**src/rtl/cai_submit_sched_pkg.sv**
```systemverilog
// cai_submit_sched_pkg: shared status codes and FSM state type for the CAI submit scheduler
package cai_submit_sched_pkg;

   localparam logic [15:0] CAI_SCHED_STATUS_TIMEOUT      = 16'hFFFF;
   localparam logic [15:0] CAI_SCHED_STATUS_TAG_MISMATCH = 16'hFFFE;

   typedef enum logic [2:0] {
      ST_IDLE,
      ST_SETUP,
      ST_RING,
      ST_WAIT,
      ST_RESP
   } sched_state_t;

endpackage

```
**src/rtl/carbon_rr_arbiter.sv**
```systemverilog
// carbon_rr_arbiter: combinational round-robin arbiter, lowest request at or above ptr wins, wrapping
module carbon_rr_arbiter #(
   parameter int N = 2
) (
   input  logic [N-1:0]                        req,
   input  logic [((N > 1) ? $clog2(N) : 1)-1:0] ptr,
   output logic [N-1:0]                        grant
);

   logic [N-1:0] w_rot;
   logic [N-1:0] w_pri;

   // rotate so ptr sits at bit 0, pick the lowest set bit, rotate back
   assign w_rot = N'({req, req} >> ptr);
   assign w_pri = w_rot & (~w_rot + N'(1));
   assign grant = N'(({w_pri, w_pri} << ptr) >> N);

endmodule

```
**src/rtl/cai_submit_sched.sv**
```systemverilog
// cai_submit_sched: round-robin sharing of one CAI submit channel, one job in flight,
// with completion tag check and timeout
module cai_submit_sched
   import cai_submit_sched_pkg::*;
#(
   parameter int          NREQ        = 2,
   parameter int          TIMEOUT_CYC = 20000,
   parameter logic [31:0] RING_MASK   = 32'd0
) (
   input  logic               clk,
   input  logic               rst_n,
   input  logic [NREQ-1:0]    req_valid,
   output logic [NREQ-1:0]    req_ready,
   input  logic [NREQ*64-1:0] req_desc_base,
   input  logic [NREQ*16-1:0] req_context,
   input  logic [NREQ*32-1:0] req_tag,
   output logic [63:0]        submit_desc_base,
   output logic [31:0]        submit_ring_mask,
   output logic [15:0]        context_sel,
   output logic               submit_doorbell,
   input  logic               dev_ready,
   input  logic               comp_doorbell,
   input  logic [31:0]        comp_tag,
   input  logic [15:0]        comp_status,
   output logic [NREQ-1:0]    resp_valid,
   output logic [15:0]        resp_status,
   output logic               busy,
   output logic [31:0]        submit_idx
);

   localparam int PW = (NREQ > 1) ? $clog2(NREQ) : 1;
   // counter value on the last WAIT cycle, so RESP lands TIMEOUT_CYC cycles after the doorbell
   localparam logic [31:0] TO_LAST = (TIMEOUT_CYC > 1) ? 32'(TIMEOUT_CYC - 2) : 32'd0;

   sched_state_t    r_state, w_next;
   logic [PW-1:0]   r_ptr, w_nptr;
   logic [NREQ-1:0] r_gnt, w_gnt;
   logic [63:0]     r_base, w_base;
   logic [15:0]     r_ctx, w_ctx;
   logic [31:0]     r_tag, w_tag;
   logic [31:0]     r_cnt;
   logic [31:0]     r_idx;
   logic [15:0]     r_status, w_status;
   logic            w_accept;
   logic            w_to;

   carbon_rr_arbiter #(.N(NREQ)) u_arb (
      .req   (req_valid),
      .ptr   (r_ptr),
      .grant (w_gnt)
   );

   always_comb begin
      w_base = '0;
      w_ctx  = '0;
      w_tag  = '0;
      w_nptr = '0;
      for (int i = 0; i < NREQ; i++) begin
         if (w_gnt[i]) begin
            w_base = req_desc_base[i*64 +: 64];
            w_ctx  = req_context[i*16 +: 16];
            w_tag  = req_tag[i*32 +: 32];
            w_nptr = PW'((i + 1) % NREQ);
         end
      end
   end

   assign w_to = r_cnt >= TO_LAST;

   always_comb begin
      w_next   = r_state;
      w_status = r_status;
      w_accept = 1'b0;
      case (r_state)
         ST_IDLE: begin
            if (dev_ready && |req_valid) begin
               w_next   = ST_SETUP;
               w_accept = 1'b1;
            end
         end
         ST_SETUP: w_next = ST_RING;
         ST_RING:  w_next = ST_WAIT;
         ST_WAIT: begin
            if (comp_doorbell) begin
               w_next   = ST_RESP;
               w_status = (comp_tag == r_tag) ? comp_status : CAI_SCHED_STATUS_TAG_MISMATCH;
            end else if (w_to) begin
               w_next   = ST_RESP;
               w_status = CAI_SCHED_STATUS_TIMEOUT;
            end
         end
         ST_RESP:  w_next = ST_IDLE;
         default:  w_next = ST_IDLE;
      endcase
   end

   always_ff @(posedge clk or negedge rst_n) begin
      if (!rst_n) begin
         r_state  <= ST_IDLE;
         r_ptr    <= '0;
         r_gnt    <= '0;
         r_base   <= '0;
         r_ctx    <= '0;
         r_tag    <= '0;
         r_cnt    <= '0;
         r_idx    <= '0;
         r_status <= '0;
      end else begin
         r_state  <= w_next;
         r_status <= w_status;
         r_cnt    <= (r_state == ST_WAIT) ? r_cnt + 32'd1 : '0;
         if (w_accept) begin
            r_gnt  <= w_gnt;
            r_base <= w_base;
            r_ctx  <= w_ctx;
            r_tag  <= w_tag;
            r_ptr  <= w_nptr;
         end
         if (r_state == ST_RESP) r_idx <= r_idx + 32'd1;
      end
   end

   // req_ready is a Mealy output; masking with rst_n keeps it low while reset is held
   assign req_ready        = (rst_n && w_accept) ? w_gnt : '0;
   assign submit_desc_base = r_base;
   assign submit_ring_mask = RING_MASK;
   assign context_sel      = r_ctx;
   assign submit_doorbell  = r_state == ST_RING;
   assign resp_valid       = (r_state == ST_RESP) ? r_gnt : '0;
   assign resp_status      = r_status;
   assign busy             = r_state != ST_IDLE;
   assign submit_idx       = r_idx;

endmodule

```
**config.mk**
```make
export PLATFORM = sky130hd
export DESIGN_NAME = cai_submit_sched
export DESIGN_NICKNAME = d
export VERILOG_FILES = /design/src/rtl/cai_submit_sched_pkg.sv /design/src/rtl/carbon_rr_arbiter.sv /design/src/rtl/cai_submit_sched.sv
export SDC_FILE = /design/constraint.sdc
export NUM_CORES = 1
export LEC_CHECK = 0
export CAP_MARGIN = 10
export CORE_AREA = 2 2 173 175
export CTS_CLUSTER_DIAMETER = 30
export DETAILED_ROUTE_END_ITERATION = 8
export DIE_AREA = 0 0 175 177
export SETUP_SLACK_MARGIN = 0.1
export SYNTH_ARGS = -nofsm -noshare
export SYNTH_HDL_FRONTEND = slang
export SYNTH_SLANG_ARGS = --single-unit
export TNS_END_PERCENT = 100
```
**constraint.sdc**
```tcl
create_clock -name clk -period 2.7 [get_ports clk]
set_clock_uncertainty 0.05 [all_clocks]
set_input_delay 0.54 -clock clk [delete_from_list [all_inputs] [get_ports clk]]
set_output_delay 0.54 -clock clk [all_outputs]
set_load 0.03 [all_outputs]
```
# Yosys cells after proc, flatten, opt, wreduce, memory -nomap -nowiden
# Index checks and enable logic that the tools add are counted.
dict set report totals {
  reg_bits 198
  latchBits 0
  ram_bits 0
  rom_bits 0
  input_bits 278
  out_inout_bits 166
  wordCells 52
  memories 0
}
dict set report op_classes {
  add_sub_neg 3
  n_mul 0
  div 0
  magnitude_cmp 1
  n_eq_ne 7
  n_shift 2
  muxes 20
  bitwise_logic 2
  reduce_logical 8
}
# operator n
set op_table {}
lappend op_table {{$mux W64} 2}
lappend op_table {{$mux W32} 3}
lappend op_table {{$mux W16} 5}
lappend op_table {{$add A32 B1 Y32 const B} 2}
lappend op_table {{$eq A32 B32 Y1} 1}
lappend op_table {{$ge A32 B15 Y1 const B} 1}
lappend op_table {{$pmux W3 S4} 1}
lappend op_table {{$mux W3} 3}
lappend op_table {{$eq A3 B2 Y1 const B} 2}
lappend op_table {{$mux W1} 4}
lappend op_table {{$mux W2} 2}
lappend op_table {{$reduce_and A2 Y1} 2}
lappend op_table {{$shl A4 B1 Y4} 1}
lappend op_table {{$shr A4 B1 Y2} 1}
lappend op_table {{$eq A3 B1 Y1 const B} 1}
lappend op_table {{$eq A3 B3 Y1 const B} 1}
lappend op_table {{$logic_not A3 Y1} 1}
lappend op_table {{$ne A3 B3 Y1 const B} 1}
lappend op_table {{$reduce_bool A3 Y1} 1}
lappend op_table {{$add A2 B1 Y2 const B} 1}
lappend op_table {{$and A2 B2 Y2} 1}
lappend op_table {{$logic_and A1 B1 Y1} 2}
lappend op_table {{$ne A2 B2 Y1 const B} 1}
lappend op_table {{$not A2 Y2} 1}
lappend op_table {{2 further kinds} 2}

# Logic depth before layout (Yosys ltp)
# Gate-level depths: netlist of the first run.
dict set report depth {
  ltp_word 7
  mapped_depth 8
}

# By module
# Synthesis of the first run repeated with hierarchy kept, for this count alone.
dict set report hier_totals {
  hier_cells 931
  hier_area_um2 9416.5
}
# module n_inst cells_per_inst area_per_inst_um2 seq_area_each_um2
set modules_own_cells {}
lappend modules_own_cells {cai_submit_sched 1 928 9397.8 4954.8}
lappend modules_own_cells {carbon_rr_arbiter 1 3 18.8 0.0}

# Least setup slack after synthesis of the first run
# OpenSTA, ideal clock, no wires.
dict set report synth_path {
  kind {reg2out}
  startpoint {reg r_state[2]}
  endpoint {out req_ready[0]}
  t_arrival_ns 2.311
  t_required_ns 2.110
  slack_ns -0.201
  stages_incl_launch_ff 8
  path_cell_list {dfrtp_1 or3_1 or2_1 buf_2 a211oi_4 buf_4 buf_2 and2_1}
}
dict set report synth_via {
  elab_chain_len 4
}
# item line_no
set synth_lines {}
lappend synth_lines {{start: declaration} cai_submit_sched.sv:35} ;# sched_state_t r_state, w_next;
lappend synth_lines {{start signal: assignment} cai_submit_sched.sv:109} ;# r_state <= w_next;
lappend synth_lines {{$logic_not A3 Y1} cai_submit_sched.sv:74} ;# case (r_state)
lappend synth_lines {{$mux W1} cai_submit_sched.sv:74}
lappend synth_lines {{$logic_and A1 B1 Y1} cai_submit_sched.sv:124} ;# assign req_ready = (rst_n && w_accept) ? w_gnt : '0;
lappend synth_lines {{$mux W2} cai_submit_sched.sv:124}
lappend synth_lines {{end: declaration} cai_submit_sched.sv:13} ;# output logic [NREQ-1:0] req_ready,
# No other way between the ends.

# Final worst setup path of the first run
dict set report layout_path {
  startpoint {reg r_state[0]}
  endpoint {out req_ready[0]}
}
# The elaborated chain is that of the path after synthesis.

==> results.sh, run 1 <==
export IMPL_status="complete, no violations"
export IMPL_core_area_mm2=0.0292
export IMPL_avgSynthCellArea_um2=11.0
export IMPL_dpl_hpwl_mm=22.9
export IMPL_clock_fmax_mhz=377
export IMPL_grt_usage=0.199
export IMPL_synth_edf_count=0
export IMPL_cts_sinks=198
export IMPL_setup_viol=0
export IMPL_synth_area_mm2=0.00904
export IMPL_die_h_um=177
export IMPL_area_delta_synth_final_pct=58.2
export IMPL_layout_commonest_cell="clkdlybuf4s50_1"
export IMPL_root_buffer="clkbuf_16"
export IMPL_crit_path_end_kind="primary output"
export IMPL_rows=63
export IMPL_nets=1520
export IMPL_fin_crit_sh=0.983
export IMPL_post_place_cells=1601
export IMPL_die_w_um=175
export IMPL_synth_seq_cells=198
export IMPL_reg2regPathDepth=5
export IMPL_drive_gt1_frac=0.0687
export IMPL_drc=0
export IMPL_yosysTopAreaCell="dfrtp_1"
export IMPL_utilization=0.489
export IMPL_drtAntennaViolNets=0
export IMPL_io_buffers=411
export IMPL_cts_max_path_buffers=2
export IMPL_grt_pass1_wl_mm=47.6
export IMPL_finalMaxSlewViolations=0
export IMPL_worst_path_max_delay_cell="or3_4"
export IMPL_worstPathRequired_ns=2.11
export IMPL_drtIter0Drc=776
export IMPL_rsz0062_at_grt="yes"
export IMPL_first_pass_iters=8
export IMPL_placed_area_mm2=0.0136
export IMPL_yosysWarnings=0
export IMPL_yosys_most_used_dff="dfrtp_1"
export IMPL_wl_per_cell_um=19.0
export IMPL_fin_cells=1644
export IMPL_holdPathStages=1
export IMPL_cts_buffers=17
export IMPL_final_cell_mix="404 x clkdlybuf4s50_1, 198 x dfrtp_1, 125 x inv_1"
export IMPL_grt_pass1_vias=8340
export IMPL_hp_class="register to register"
export IMPL_tightest_slew_ns=0.759
export IMPL_maxCapViolCount=0
export IMPL_viasPerCell=4.98
export IMPL_arrival_ns=2.06
export IMPL_power_leakage_nw=6.49
export IMPL_power_density_mw_per_mm2=848
export IMPL_syn_inst=821
export IMPL_fin_crit_ns=2.65
export IMPL_yosys_top_cells_area="dfrtp_1 55%, a222oi_1 12%, xnor2_1 5.7%"
export IMPL_die_area_mm2=0.0310
export IMPL_tns_ns=0
export IMPL_grt_ovfl_total=0
export IMPL_synthDistinctLibCells=41
export IMPL_synthArstFlopShare=1.00
export IMPL_crit_path_max_fanout=4
export IMPL_clkTransAtPathRegs_ns=0.08
export IMPL_place_congestion=0.851
export IMPL_slowest_delay_ns=0.42
export IMPL_ys_seq_area_frac=0.548
export IMPL_grt_start_max_net_pins=133
export IMPL_antenna_found_initial=2
export IMPL_vias=8186
export IMPL_initial_core_util=0.309
export IMPL_hold_viol_final=0
export IMPL_design_area_mm2=0.0143
export IMPL_relSlewSlack=0.494
export IMPL_ios=444
export IMPL_synth_top_area_frac=0.548
export IMPL_cts_tree="done"
export IMPL_route_final_wire_length_mm=31.2
export IMPL_worst_setup_path_start_kind="register"
export IMPL_clk_latency_ns=0.43
export IMPL_htree_levels=4
export IMPL_peakVddDrop_v=0.000480
export IMPL_timing_worst_setup_path_type="register to primary output"
export IMPL_path_cells="or3_4 -> or2_4 -> a211oi_4 -> and2_4 -> buf_6"
area by class of cell:
cell class	count	area (um^2)
clock inverters	13	134
multi-input cells	449	3310
inverters	125	469
clock buffers	19	443
repair buffers	448	4500
fillers	2756	14900
diodes	2	5.00
well taps	390	488
flip-flops and latches	198	4950
cell families after synthesis:
group / synth area share
buffers and inverters: 0.101
DFF: 0.548
and+or+nand+nor: 0.101
adders and majority gates: 0.00415
other: 0.000415
muxes: 0.00125
xor gates and xnor gates: 0.0785
AOI/OAI and AO/OA: 0.165
through the flow:
stage | setup slack, ns | power (mW) | hold slack (ns)
finish | 0.0469 | 12.1 | 0.417
detailed placement | 0.0472 | 9.59 | 0.358
CTS | -0.0645 | 12.3 | 0.426
global placement | 0.0500 | 9.52 | 0.357
global route | -0.0460 | 12.8 | 0.450
floorplan | 0.111 | 7.24 | 0.194
worst max-delay path: cells and delay by family, from the launching register on:
| family | cells | cell delay [ns] |
|---|---|---|
| buf+inv | 1 | 0.12 |
| compound gates | 1 | 0.23 |
| flops | 1 | 0.38 |
| simple gates | 3 | 0.90 |
Yosys cell counts, types with 19 or more instances:
master      n
a222oi_1  112
inv_1     125
buf_4      33
nand2_1    26
nand4_1    25
nand3_1    21
dfrtp_1   198
clkbuf_1   28
nor2_1     37
xor2_1     22
xnor2_1    59
buf_2      19
flip-flops by register name, summed over array words and instances, names as in the netlist:
signal	count
submit_desc_base	64
r_cnt	32
r_tag	32
submit_idx	32
context_sel	16
resp_status	16
r_state	3
r_gnt	2
r_ptr	1
worst paths after layout:
kind	from	end	slack (ns)
worst min register to register	submit_idx[31]	submit_idx[31]	0.42
max in group asynchronous	rst_n	submit_idx[7]	1.13
min in group asynchronous	rst_n	context_sel[10]	0.48
worst min-delay path	submit_idx[31]	submit_idx[31]	0.42
worst max-delay path	r_state[0]	req_ready[0]	0.05
worst max register to register	r_cnt[2]	r_cnt[25]	0.42
what timing repair did:
item	in CTS	in global routing
hold buffers	1	0
gates resized for setup	8	3
hold endpoints to repair	11	0
buffers inserted	8	0
setup endpoints to repair	4	20
pin swaps	5	2
report_power, final:
group | switching, mW | internal [mW]
registers | 0.601 | 3.86
clock network | 1.30 | 1.26
logic | 2.80 | 2.31
metal layers:
metal / vias up / global-route usage / share of wire
li1: 3771 / - / -
met5: - / 0 / 0
met2: 371 / 0.348 / 0.50
met4: 0 / 0.0674 / 0.022
met3: 36 / 0.0584 / 0.081
met1: 4008 / 0.235 / 0.40
Power figures use the tool's default switching activity.
==> run 2: changes to the inputs <==
--- a/config.mk
+++ b/config.mk
@@ -11,6 +11,7 @@
 export DETAILED_ROUTE_END_ITERATION = 8
 export DIE_AREA = 0 0 175 177
 export SETUP_SLACK_MARGIN = 0.1
+export SKIP_LAST_GASP = 1
 export SYNTH_ARGS = -nofsm -noshare
 export SYNTH_HDL_FRONTEND = slang
 export SYNTH_SLANG_ARGS = --single-unit
==> run 2 against run 1 <==
  * Routed wire length about the same
  * Worst setup slack better by 0.0045 ns
  * Sequential cell count did not move
  * Largest power group unchanged
  * Fmax increased by 0.17%
  * Largest cell class unchanged
==> results.sh, run 2 (synthesis results as in run 1) <==
export IMPL_status="complete, no violations"
export IMPL_post_place_cells=1601
export IMPL_reg2regPathDepth=5
export IMPL_fin_crit_sh=0.981
export IMPL_nFillCells=2755
export IMPL_hp_class="register to register"
export IMPL_crit_path_end_kind="primary output"
export IMPL_grt_start_max_net_pins=133
export IMPL_rr_startpoint="r_cnt[2]"
export IMPL_grt_ovfl_total=0
export IMPL_root_buffer="clkbuf_16"
export IMPL_finalMaxSlewViolations=0
export IMPL_antenna_found_initial=2
export IMPL_tns_ns=0
export IMPL_setup_viol=0
export IMPL_drtIter0Drc=776
export IMPL_tightest_slew_ns=0.757
export IMPL_die_h_um=177
export IMPL_peakVddDrop_v=0.000481
export IMPL_die_w_um=175
export IMPL_largest_register_ffs=64
export IMPL_initial_core_util=0.309
export IMPL_viasPerCell=4.97
export IMPL_reg2reg_to="r_cnt[25]"
export IMPL_final_cell_mix="404 x clkdlybuf4s50_1, 198 x dfrtp_1, 125 x inv_1"
export IMPL_die_area_mm2=0.0310
export IMPL_wl_per_cell_um=19.0
export IMPL_grt_pass1_wl_mm=47.6
export IMPL_p_total_mw=12.1
export IMPL_power_leakage_nw=6.51
export IMPL_slowest_delay_ns=0.42
export IMPL_io_buffers=411
export IMPL_hold_viol_final=0
export IMPL_drc=0
export IMPL_clock_fmax_mhz=378
export IMPL_timing_worst_setup_path_type="register to primary output"
export IMPL_fin_cells=1644
export IMPL_ios=444
export IMPL_area_delta_synth_final_pct=58.2
export IMPL_cts_tree="done"
export IMPL_clkTransAtPathRegs_ns=0.08
export IMPL_place_congestion=0.851
export IMPL_design_area_mm2=0.0143
export IMPL_arrival_ns=2.06
export IMPL_worst_path_max_delay_cell="or3_4"
export IMPL_register_area_mm2=0.00495
export IMPL_clk_latency_ns=0.43
export IMPL_layout_commonest_cell="clkdlybuf4s50_1"
export IMPL_startpoint="r_state[0]"
export IMPL_core_area_mm2=0.0292
export IMPL_rows=63
export IMPL_r2r_slack_ns=0.42
export IMPL_vias=8176
export IMPL_power_density_mw_per_mm2=849
export IMPL_grt_usage=0.199
export IMPL_htree_levels=4
export IMPL_first_pass_iters=7
export IMPL_placed_area_mm2=0.0136
export IMPL_critical_path_endpoint="req_ready[0]"
export IMPL_maxCapViolCount=0
export IMPL_rsz0062_at_grt="yes"
export IMPL_crit_path_max_fanout=4
export IMPL_drive_gt1_frac=0.0687
export IMPL_dpl_hpwl_mm=22.9
export IMPL_cts_max_path_buffers=2
export IMPL_fin_crit_ns=2.65
export IMPL_cts_sinks=198
export IMPL_grt_pass1_vias=8340
export IMPL_cts_buffers=17
export IMPL_drtAntennaViolNets=0
export IMPL_route_final_wire_length_mm=31.2
export IMPL_worstPathRequired_ns=2.11
export IMPL_multi_input_area_mm2=0.00331
export IMPL_relSlewSlack=0.496
export IMPL_worstHoldStart="submit_idx[31]"
export IMPL_nets=1520
export IMPL_worst_setup_path_start_kind="register"
export IMPL_path_cells="or3_4 -> or2_4 -> a211oi_4 -> and2_4 -> buf_6"
==> run 2: cell count changes in the layout (fill, tap and decap cells not counted) <==
cell             before  now
dlymetal6s2s_1        1    2
dlygate4sd2_1         1    0
clkdlybuf4s15_2       1    0
clkbuf_2              1    2
==> run 2: metal layers <==
layer / routed length, um / track usage
met1: 12500 / 0.235
met2: 15400 / 0.348
met3: 2570 / 0.0584
met4: 684 / 0.0674
met5: 0 / 0
==> run 2: worst min path at each step <==
stage / end / depth (start not counted)
6_report: submit_idx[31] / 1
5_1_grt: r_gnt[0] / 1
4_1_cts: r_gnt[1] / 1
3_5_place_dp: context_sel[13] / 1
3_3_place_gp: context_sel[13] / 1
2_1_floorplan: context_sel[0] / 0
==> run 2: what timing repair did <==
item	CTS	global route
endpoints found under the setup margin	4	22
setup buffers	8	0
hold buffers	1	0
pin swaps	5	2
hold endpoints to repair	11	0
resized for setup	4	7
==> run 2: area by class of cell <==
type | instances | area share
clock inverters | 13 | 0.00936
repair buffers | 448 | 0.314
diodes | 2 | 0.000350
well taps | 390 | 0.0341
clock buffers | 19 | 0.0310
multi-input cells | 449 | 0.232
flip-flops and latches | 198 | 0.346
inverters | 125 | 0.0328
==> run 2: worst max-delay path, delay by kind of cell (launching register included) <==
kind,cells,cell delay [ns]
simple gates,3,0.90
buf+inv,1,0.12
flops,1,0.38
compound gates,1,0.23
==> run 2: report_power, final <==
part	internal [mW]	total, mW	switching, mW	leakage [nW]
combinational	2.32	5.12	2.80	3.69
clock	1.26	2.56	1.30	0.282
sequential	3.86	4.46	0.599	2.54
total	7.44	12.1	4.70	6.51
==> run 2: stage by stage <==
stage               worst slack, ns  utilization  hold WS (ns)
global route                -0.0460        0.489         0.450
finish                       0.0514        0.489         0.417
CTS                         -0.0645        0.489         0.426
floorplan                     0.111            -         0.194
detailed placement           0.0472        0.466         0.358
global placement             0.0500        0.466         0.357
